[src/rtl/prog_rom_if.sv]
// Boot-load, fetch-request and fetch-response signals of the program ROM.
// The slave modport is the ROM side; the master modport is the loader/fetcher side.
interface prog_rom_if #(
    parameter int DATA_W = 34,
    parameter int PC_W   = 32
);
    logic              ld_valid;
    logic [DATA_W-1:0] ld_data;
    logic              ld_last;
    logic              ld_ready;
    logic              req_valid;
    logic [PC_W-1:0]   req_pc;
    logic              req_ready;
    logic              rsp_valid;
    logic [DATA_W-1:0] rsp_data;
    logic              rsp_err;
    logic              rsp_ready;
    logic              flush;
    logic              booted;

    modport slave (
        input  ld_valid, ld_data, ld_last, req_valid, req_pc, rsp_ready, flush,
        output ld_ready, req_ready, rsp_valid, rsp_data, rsp_err, booted
    );

    modport master (
        output ld_valid, ld_data, ld_last, req_valid, req_pc, rsp_ready, flush,
        input  ld_ready, req_ready, rsp_valid, rsp_data, rsp_err, booted
    );
endinterface

[src/rtl/prog_rom.sv]
// Boot-loadable program ROM: filled word by word in BOOT, then serves
// single-cycle-latency instruction fetches by byte address in RUN.
module prog_rom #(
    parameter int                DATA_W   = 34,
    parameter int                DEPTH    = 64,
    parameter int                AW       = $clog2(DEPTH),
    parameter int                PC_W     = 32,
    parameter logic [DATA_W-1:0] NOP_WORD = '0
) (
    input  logic      clk,
    input  logic      rst_n,
    prog_rom_if.slave bus
);
    localparam logic [0:0] ST_BOOT = 1'b0;
    localparam logic [0:0] ST_RUN  = 1'b1;

    logic [0:0]        r_state;
    logic [AW-1:0]     r_ld_ptr;
    logic [DEPTH-1:0]  r_written;
    logic [DATA_W-1:0] r_mem [DEPTH];
    logic              r_rsp_valid;
    logic [DATA_W-1:0] r_rsp_data;
    logic              r_rsp_err;

    logic              w_ld_fire;
    logic              w_ld_done;
    logic [AW-1:0]     w_idx;
    logic              w_aligned;
    logic              w_in_range;
    logic              w_err;
    logic [DATA_W-1:0] w_rd_word;
    logic              w_req_ready;
    logic              w_req_fire;

    assign w_ld_fire  = (r_state == ST_BOOT) && bus.ld_valid;
    assign w_ld_done  = bus.ld_last || (r_ld_ptr == AW'(DEPTH - 1));

    assign w_idx      = bus.req_pc[AW+1:2];
    assign w_aligned  = (bus.req_pc[1:0] == 2'b00);
    assign w_in_range = (bus.req_pc[PC_W-1:AW+2] == '0);
    assign w_err      = !(w_aligned && w_in_range);
    // Per-word written flags make never-loaded words read as zero without clearing the array.
    assign w_rd_word  = r_written[w_idx] ? r_mem[w_idx] : '0;

    assign w_req_ready = (r_state == ST_RUN) && (!r_rsp_valid || bus.rsp_ready) && !bus.flush;
    assign w_req_fire  = bus.req_valid && w_req_ready;

    always_ff @(posedge clk) begin
        if (w_ld_fire) begin
            r_mem[r_ld_ptr] <= bus.ld_data;
        end
    end

    always_ff @(posedge clk or negedge rst_n) begin
        if (!rst_n) begin
            r_state   <= ST_BOOT;
            r_ld_ptr  <= '0;
            r_written <= '0;
        end else if (w_ld_fire) begin
            r_written[r_ld_ptr] <= 1'b1;
            r_ld_ptr            <= r_ld_ptr + 1'b1;
            if (w_ld_done) begin
                r_state <= ST_RUN;
            end
        end
    end

    // Flush wins over everything; otherwise a new fetch replaces a consumed response.
    always_ff @(posedge clk or negedge rst_n) begin
        if (!rst_n) begin
            r_rsp_valid <= 1'b0;
            r_rsp_data  <= '0;
            r_rsp_err   <= 1'b0;
        end else if (bus.flush) begin
            r_rsp_valid <= 1'b0;
        end else if (w_req_fire) begin
            r_rsp_valid <= 1'b1;
            r_rsp_data  <= w_err ? NOP_WORD : w_rd_word;
            r_rsp_err   <= w_err;
        end else if (bus.rsp_ready) begin
            r_rsp_valid <= 1'b0;
        end
    end

    assign bus.ld_ready  = (r_state == ST_BOOT);
    assign bus.req_ready = w_req_ready;
    assign bus.rsp_valid = r_rsp_valid;
    assign bus.rsp_data  = r_rsp_data;
    assign bus.rsp_err   = r_rsp_err;
    assign bus.booted    = (r_state == ST_RUN);
endmodule
[src/flat_wrapper.sv]
// flat-port wrapper written by rule: the top's interface ports become plain ports
module prog_rom_flat 
#(
    parameter int                DATA_W   = 34,
    parameter int                DEPTH    = 64,
    parameter int                AW       = $clog2(DEPTH),
    parameter int                PC_W     = 32,
    parameter logic [DATA_W-1:0] NOP_WORD = '0
)
  (clk, rst_n, bus_ld_valid, bus_ld_data, bus_ld_last, bus_req_valid, bus_req_pc, bus_rsp_ready, bus_flush, bus_ld_ready, bus_req_ready, bus_rsp_valid, bus_rsp_data, bus_rsp_err, bus_booted);
  prog_rom_if #(.DATA_W(DATA_W), .PC_W(PC_W)) bus_i ();
  input  logic clk;
  input  logic rst_n;
  input wire logic [$bits(bus_i.ld_valid)-1:0] bus_ld_valid;
  input wire logic [$bits(bus_i.ld_data)-1:0] bus_ld_data;
  input wire logic [$bits(bus_i.ld_last)-1:0] bus_ld_last;
  input wire logic [$bits(bus_i.req_valid)-1:0] bus_req_valid;
  input wire logic [$bits(bus_i.req_pc)-1:0] bus_req_pc;
  input wire logic [$bits(bus_i.rsp_ready)-1:0] bus_rsp_ready;
  input wire logic [$bits(bus_i.flush)-1:0] bus_flush;
  output wire logic [$bits(bus_i.ld_ready)-1:0] bus_ld_ready;
  output wire logic [$bits(bus_i.req_ready)-1:0] bus_req_ready;
  output wire logic [$bits(bus_i.rsp_valid)-1:0] bus_rsp_valid;
  output wire logic [$bits(bus_i.rsp_data)-1:0] bus_rsp_data;
  output wire logic [$bits(bus_i.rsp_err)-1:0] bus_rsp_err;
  output wire logic [$bits(bus_i.booted)-1:0] bus_booted;
  assign bus_i.ld_valid = bus_ld_valid;
  assign bus_i.ld_data = bus_ld_data;
  assign bus_i.ld_last = bus_ld_last;
  assign bus_i.req_valid = bus_req_valid;
  assign bus_i.req_pc = bus_req_pc;
  assign bus_i.rsp_ready = bus_rsp_ready;
  assign bus_i.flush = bus_flush;
  assign bus_ld_ready = bus_i.ld_ready;
  assign bus_req_ready = bus_i.req_ready;
  assign bus_rsp_valid = bus_i.rsp_valid;
  assign bus_rsp_data = bus_i.rsp_data;
  assign bus_rsp_err = bus_i.rsp_err;
  assign bus_booted = bus_i.booted;
  prog_rom #(.DATA_W(DATA_W), .DEPTH(DEPTH), .AW(AW), .PC_W(PC_W), .NOP_WORD(NOP_WORD)) u_core (.clk(clk), .rst_n(rst_n), .bus(bus_i));
endmodule
[config.mk]
export PLATFORM = sky130hd
export DESIGN_NAME = prog_rom_flat
export DESIGN_NICKNAME = d
export VERILOG_FILES = /design/src/rtl/prog_rom_if.sv /design/src/rtl/prog_rom.sv /design/src/flat_wrapper.sv
export SDC_FILE = /design/constraint.sdc
export NUM_CORES = 2
export LEC_CHECK = 0
export ABC_AREA = 1
export CORE_ASPECT_RATIO = 0.75
export CORE_MARGIN = 2
export CORE_UTILIZATION = 30
export CTS_CLUSTER_DIAMETER = 40
export CTS_CLUSTER_SIZE = 12
export DETAILED_ROUTE_END_ITERATION = 6
export GPL_ROUTABILITY_DRIVEN = 0
export PLACE_DENSITY_LB_ADDON = 0.1
export SYNTH_ARGS = -nofsm -noshare
export SYNTH_HDL_FRONTEND = slang
export SYNTH_SLANG_ARGS = --single-unit
[constraint.sdc]
create_clock -name clk -period 3.7 [get_ports clk]
set_clock_uncertainty 0.05 [all_clocks]
set_input_delay 0.37 -clock clk [delete_from_list [all_inputs] [get_ports clk]]
set_output_delay 0.37 -clock clk [all_outputs]
set_load 0.02 [all_outputs]
=== Word-level counts from Yosys, hierarchy flattened ===
Memory sizes are Yosys's and may differ from the RTL's.
Index checks and enable logic that the tools add are counted.

* Bits in registers: 107
* Bits in writable memories: 2176
* Output and inout bits: 39
* Logic and storage cells: 42
* Memories: 1

{| class="wikitable"
|+ Memories
! memory !! words !! bits a word !! read ports !! clocked after Yosys merged registers in !! wr ports !! RTL line !! RTL
|-
| u_core.r_mem || 64 || 34 || 1 || 0 || 1 || prog_rom.sv:20 || <nowiki>logic [DATA_W-1:0] r_mem [DEPTH];</nowiki>
|}

* Add/subtract/negate cells: 1
* Order comparisons: 3
* Eq/ne operators: 1
* Muxes and demuxes: 11
* Bitwise logic cells: 3
* Reduce and logical (&&, ||, !) cells: 16

{| class="wikitable"
|+ Operators by type and width
! cell !! count
|-
| 2-to-1 mux 34 bit || 2
|-
| OR 64 bit || 1
|-
| logical NOT 24 bit || 1
|-
| less-than comparator 6 x 7 -> 1 bit (second input constant) || 2
|-
| 2-to-1 mux 1 bit || 7
|-
| adder 6 x 1 -> 6 bit (second input constant) || 1
|-
| binary-select mux 1 bit (select 6 bit) || 1
|-
| demux 1 bit (select 6 bit) || 1
|-
| == test 6 bit (second input constant) || 1
|-
| greater-or-equal comparator 6 x 1 -> 1 bit (second input constant) || 1
|-
| logical AND 1 bit || 6
|-
| AND reduction 2 bit || 2
|-
| logical NOT 1 bit || 3
|-
| nonzero test 3 bit || 1
|-
| logical NOT 2 bit || 1
|-
| logical OR 1 bit || 2
|-
| NOT 1 bit || 2
|}

=== Logic depth before layout (Yosys ltp) ===
* Word-level depth: 7
* Mapped depth: 15
* Mapped depth without buffers: 11

=== Worst setup path after synthesis ===
OpenSTA, ideal clock, no wires.

* Kind: register to register
* Start: register u_core.r_state (netlist: u_core.bus.booted)
* End: memory u_core.r_mem[23][0], enable pin
* Setup time: 469 ps
* Data arrival time: 3439 ps
* Setup slack: -258 ps
* Cell stages (with the launch flop): 6
* Cell sequence: dfrtp_1 nor2_2 nand2_1 inv_1 nand2_1 nor3_1

* Longest elaborated chain between the ends: 4

{| class="wikitable"
|+ Ends and longest elaborated chain
! what !! RTL line !! RTL
|-
| start: declaration || prog_rom.sv:17 || <nowiki>logic [0:0] r_state;</nowiki>
|-
| start signal: assignment || prog_rom.sv:56 || <nowiki>r_state <= ST_BOOT;</nowiki>
|-
| start signal: assignment || prog_rom.sv:63 || <nowiki>r_state <= ST_RUN;</nowiki>
|-
| NOT 1 bit || prog_rom.sv:35 || <nowiki>assign w_ld_fire = (r_state == ST_BOOT) && bus.ld_valid;</nowiki>
|-
| logical AND 1 bit || prog_rom.sv:35 ||
|-
| 2-to-1 mux 1 bit || prog_rom.sv:49 || <nowiki>if (w_ld_fire) begin</nowiki>
|-
| 2-to-1 mux 1 bit (implied by the code) || prog_rom.sv:50 || <nowiki>r_mem[r_ld_ptr] <= bus.ld_data;</nowiki>
|-
| end: declaration || prog_rom.sv:20 ||
|}

Every way passes these cells.

=== Worst setup path in the final report ===
* Start: register u_core.r_state (netlist: u_core.bus.booted)
* End: memory u_core.r_mem[53][28], enable pin

Same word-level chain as after synthesis.

==> reports/metrics.yaml <==
avgSynthCellArea_um2: 12.1
drc: 0
post-route-util: 0.361
area_delta_synth_final_pct: 19.8
grt_pass1_vias: 58300
fin_crit_sh: 0.729
antenna_found_initial: 22
vias_per_cell: 5.01
via_count: 61300
drv_slew: 0
root_buffer: "clkbuf_16"
wl_per_cell_um: 27.2
timing.rr.end: "u_core.r_mem[53][28]"
start_util: 0.301
dp_cells: 11600
finalHoldViolCount: 0
clockBufferDepth: 4
final_common_cell: "nand2_1"
finalCriticalPeriod_ns: 2.70
fillers: 29800
cp-start-kind: "flip-flop"
die_x_um: 644
outcome: "finished clean"
path_clk_slew_ns: 0.06
relSlewSlack: 0.250
arrival_ns: 3.21
layout.nets: 7947
cp-endpoint: "u_core.r_mem[53][28]"
worst_pin_slew_ns: 1.13
max_freq_mhz: 371
die_h_um: 484
cp-end-kind: "flip-flop"
ir_worst_vdd_mv: 0.335
synth_cells: 7617
power.density_nw_per_um2: 577
dp_hpwl_um: 181000
cts_tree: "built"
core-area_um2: 306000
ys_seq_area_frac: 0.737
ant_nets: 0
cp-startpoint: "u_core.bus.booted"
clock-sinks: 2283
crit_fanout: 12
p_total_uw: 63800
grt_max_degree: 169
rsz0062_at_grt: "false"
detail_route.iter0.violations: 6191
rrSetupSlack_ns: 1.00
hold-path-cell-count: 1
yosysUniqueCellTypes: 29
io_buffers: 111
fp-row-count: 176
clock_latency_ns: 0.88
dieArea_um2: 312000
setup-violations-final: 0
syn_area_um2: 92300
layout.cells.non_filler: 12200
reg2reg_depth: 5
ys.warnings.count: 0
crit_required_ns: 4.21
hold_class: "primary input to flip-flop"
wirelength_um: 333000
ys_ff_latch: 2283
criticalPathCategory: "flip-flop to flip-flop"
track_usage: 0.209
cts-htree-levels: 5
drive_above_1_share: 0.125
pin_count: 112
cts_buffers: 327
regToRegStartpoint: "u_core.bus.booted"
synth_nets: 7691
final_cell_mix: "2530 x nand2_1, 2176 x edfxtp_1, 2129 x nand3_1"
grt_remaining_overflow: 0
maxCapViolCount: 0
firstDrtPassIters: 5
cts_setup_buffers: 0
p_leak_uw: 0.0395
grt_pass1_wl_um: 465000
## cell families (layout without fill, tap and decap cells)
| kind of cell | Yosys count | count (layout) | synth area share |
|---|---|---|---|
| AO/OA/AOI/OAI | 4 | 4 | 0.000244 |
| buffers and inverters | 517 | 1037 | 0.0352 |
| other | 0 | 11 | 0 |
| adder cells (fa/ha/maj) | 1 | 1 | 0.000136 |
| flip-flops | 2283 | 2283 | 0.737 |
| AND/OR/NAND/NOR | 4808 | 4808 | 0.227 |
| XOR/XNOR | 4 | 4 | 0.000380 |
## report_power, final
part | total (µW) | internal (µW) | switching [µW]
registers | 28400 | 28300 | 34.2
logic | 3500 | 873 | 2620
clock network | 31900 | 19600 | 12300
## registers in the layout, indices dropped and copies added, names as in the netlist
| name | flops |
|---|---|
| u_core.r_mem | 2176 |
| u_core.r_written | 64 |
| u_core.bus.rsp_data | 34 |
| u_core.r_ld_ptr | 6 |
| u_core.bus.booted | 1 |
| u_core.bus.rsp_err | 1 |
| u_core.bus.rsp_valid | 1 |
## worst max-delay path, cell delays in order, from the launching register on
cell and delay, ns:
dfrtp_1 0.44, nor2_2 0.33, buf_4 0.22, nand3_1 0.37, nor2_4 0.70, buf_12 0.24
## cell usage after synthesis
master	count	share of area
inv_6	1	0.000095
nor2_1	70	0.0028
nand3_1	2129	0.12
nor3_4	1	0.00018
o21ai_1	1	0.000054
nand2_1	2530	0.10
dfrtp_1	107	0.029
clkinv_1	2	0.000081
ha_1	1	0.00014
inv_2	1	0.000041
nor3_1	3	0.00016
o31ai_1	1	0.000081
buf_4	49	0.0040
buf_1	41	0.0017
clkbuf_1	51	0.0021
inv_1	15	0.00061
buf_12	2	0.00043
nor2_2	2	0.00014
edfxtp_1	2176	0.71
nand2_2	1	0.000068
buf_6	99	0.012
nor4_1	5	0.00034
nand4_1	2	0.00014
nand2_4	1	0.00012
buf_2	254	0.014
or2_2	64	0.0043
a21oi_1	2	0.00011
buf_8	2	0.00033
xor2_1	4	0.00038
## final cells by class
class / instances / area [µm²] / area share
clock inverter: 221 / 2550 / 0.0231
sequential: 2283 / 68000 / 0.615
timing repair buffer: 425 / 4680 / 0.0424
tap: 4094 / 5120 / 0.0463
clock buffer: 372 / 8550 / 0.0773
inverter: 19 / 123 / 0.00111
multi-input combinational: 4817 / 21500 / 0.194
antenna: 11 / 27.5 / 0.000249
## how the worst min path moves through the flow
stage,start,end
floorplan,rst_n,u_core.bus.booted
global route,bus_ld_data[26],u_core.r_mem[61][26]
finish,bus_ld_data[26],u_core.r_mem[59][26]
detailed placement,u_core.r_written[41],u_core.r_written[41]
global placement,u_core.r_written[11],u_core.r_written[11]
CTS,bus_ld_data[26],u_core.r_mem[59][26]
## metrics by stage
stage	hold slack [ns]	area, µm²	worst slack, ns	TNS, ns
floorplan	0.0244	92300	-0.258	-18.01
global placement	0.401	99300	0.552	0
detailed placement	0.401	99300	0.502	0
CTS	0.00298	111000	0.851	0
global route	0.0471	111000	0.906	0
finish	0.0451	111000	1.00	0
## routing by layer
layer | vias to the layer above | share of wire | GRT usage
met4 | 0 | 0.020 | 0.0451
met5 | - | 0 | 0
met1 | 31300 | 0.48 | 0.311
met2 | 1844 | 0.45 | 0.324
li1 | 27700 | - | -
met3 | 423 | 0.053 | 0.0264
## repair_timing
item	in CTS	in global routing
hold endpoints to repair	203	0
hold buffers	10	0
resized for setup	0	0
Note: power is estimated with default switching activity, not from simulation.
==> edit, RTL diff (same flow settings) <==
`PC_W` is set to 32 in 3 places; all go to 64.
--- a/src/rtl/prog_rom_if.sv
+++ b/src/rtl/prog_rom_if.sv
@@ -2,7 +2,7 @@
 // The slave modport is the ROM side; the master modport is the loader/fetcher side.
 interface prog_rom_if #(
     parameter int DATA_W = 34,
-    parameter int PC_W   = 32
+    parameter int PC_W   = 64
 );
     logic              ld_valid;
     logic [DATA_W-1:0] ld_data;
--- a/src/rtl/prog_rom.sv
+++ b/src/rtl/prog_rom.sv
@@ -4,7 +4,7 @@
     parameter int                DATA_W   = 34,
     parameter int                DEPTH    = 64,
     parameter int                AW       = $clog2(DEPTH),
-    parameter int                PC_W     = 32,
+    parameter int                PC_W     = 64,
     parameter logic [DATA_W-1:0] NOP_WORD = '0
 ) (
     input  logic      clk,
--- a/src/flat_wrapper.sv
+++ b/src/flat_wrapper.sv
@@ -4,7 +4,7 @@
     parameter int                DATA_W   = 34,
     parameter int                DEPTH    = 64,
     parameter int                AW       = $clog2(DEPTH),
-    parameter int                PC_W     = 32,
+    parameter int                PC_W     = 64,
     parameter logic [DATA_W-1:0] NOP_WORD = '0
 )
   (clk, rst_n, bus_ld_valid, bus_ld_data, bus_ld_last, bus_req_valid, bus_req_pc, bus_rsp_ready, bus_flush, bus_ld_ready, bus_req_ready, bus_rsp_valid, bus_rsp_data, bus_rsp_err, bus_booted);
Interface: changed (resized bus_req_pc); port bits go from 112 to 144. No check against the original RTL was run, so the function may have changed too.
==> edit against the unedited design <==
Wire length increased by 1.0%; fmax decreased by 5.4%; die area increased by 0.16%; via count increased by 0.33%; sequential power about the same; sequential share of layout area decreased by 0.26 points; design area increased by 0.42%; worst setup slack got worse by 0.15 ns; sequential cell count unchanged; final cell count increased by 0.29%; first-iteration DRC count decreased by 0.74%; non-clock buffer count increased by 20; total power increased by 0.33%; area after synthesis increased by 0.16%; largest power group unchanged; highest routed layer unchanged.
==> edit: results (changes against the unedited design) <==
For the global-route wire length before repair, the log shows 473,000 um (+1.9%). The XOR/XNOR share of the synthesized area was 0.000474 (+0.0000942). The worst hold path terminates at u_core.r_mem[29][32]$_DFFE_PP_.

Ranked by instance count, the synthesized netlist is headed by 2,545 x nand2_1, 2,176 x edfxtp_1, 2,124 x nand3_1, 253 x buf_2, 116 x buf_6. Number of different library cells in the post-synthesis netlist: 28 (-3.4%). The startpoint identified for the worst register-to-register timing path is u_core.r_ld_ptr[5]$_DFFE_PN0P_.

The share of post-route cells with drive strength above 1 is 0.122 (-0.00353). The cell count of the worst reg-to-reg path was 3 (-2); the global-route total usage across every layer was 0.211 (+0.00267). The logs give 0.0396 uW (+0.31%) for the standby leakage power and 16 (-27%) for the number of antenna violations at the first check in global routing. The number of nets in the layout was 8,024 (+0.97%). The slowest stage of the critical path belongs to the cell clkdlybuf4s50_1. For the minimum hold slack, the log shows 0.0445 ns (-0.000554 ns). The net switching power is 14,900 uW (-0.39%).

The flow ran to the end, and the final reports show no timing, DRC or antenna violations. The startpoint identified for the worst hold timing path is bus_ld_data[32]. The tools report the total of hold buffers inserted after clock tree synthesis as 12 (+2). The placed wire-length estimate after detailed placement was 179,000 um (-1.1%); the average detailed-routed wire length per instance was 27.4 um (+0.74%). The adder and majority cell fraction of the synthesized area was 0.000135 (-0.000000222). The last element of the critical path was bus_rsp_data[28]. The synthesized netlist net count is 7,752 (+0.79%), and the pin count of the biggest net entering global routing is 147 (-13%).

The per-cell via count in the routed design works out to 5.01 (about the same). The fraction of the mapped netlist area in compound gates was 0.000244 (-0.000000400). The critical path arrival is 2.43 ns (-0.78 ns). The cell area after placement came out at 99,700 um^2 (+0.42%). The cell type group with the largest total delay on the critical path is buffers and inverters. The worst register-to-register path ends at u_core.r_mem[43][21]$_DFFE_PP_.
-- edit: cell count changes after synthesis, sizes merged --
| cell | unedited run | this run |
|---|---|---|
| buf | 447 | 435 |
| clkbuf | 51 | 63 |
| inv | 17 | 18 |
| nand2 | 2532 | 2546 |
| nand3 | 2129 | 2124 |
| nand3b | 0 | 1 |
| nor2 | 72 | 87 |
| nor3 | 4 | 3 |
| nor4 | 5 | 8 |
| xor2 | 4 | 5 |
-- edit: metal layers --
layer  track usage  vias to the layer above  part of all wire
met5             0                        -                 0
met4        0.0468                        0             0.020
met3        0.0251                      402             0.046
met2         0.332                     1691              0.46
met1         0.312                    31600              0.48
li1              -                    27800                 -
-- edit: cell families (layout without fill, tap and decap cells) --
group	count (synthesis)	count (layout)
xor gates and xnor gates	5	5
adders and majority gates	1	1
and+or+nand+nor	4835	4835
DFF	2283	2283
AOI/OAI and AO/OA	4	4
other	0	8
buffers and inverters	518	1048
-- edit: power by group through the flow --
stage	Combinational [uW]	Clock, uW	Sequential (uW)
2_1_floorplan	1850	0	28900
3_3_place_gp	3530	0	28900
3_5_place_dp	3520	0	28900
4_1_cts	3540	32700	28400
5_1_grt	3820	33800	28400
6_report	3490	32100	28400
-- edit: through the flow --
stage | std cells | setup WS (ns) | util
CTS | 12300 | 0.707 | 0.362
finish | 12300 | 0.847 | 0.362
floorplan | 7646 | 0.373 | -
detailed placement | 11700 | 0.443 | 0.325
global placement | 11700 | 0.432 | 0.325
global route | 12300 | 0.790 | 0.362
-- edit: layout make-up --
type                            count  area [um^2]
Fill cell                       29900       196000
Clock buffer                      366         8500
Inverter                           20          126
Multi-Input combinational cell   4845        21600
Tap cell                         4094         5120
Antenna cell                        8         20.0
Clock inverter                    217         2620
Timing Repair Buffer              445         5030
Sequential cell                  2283        68000
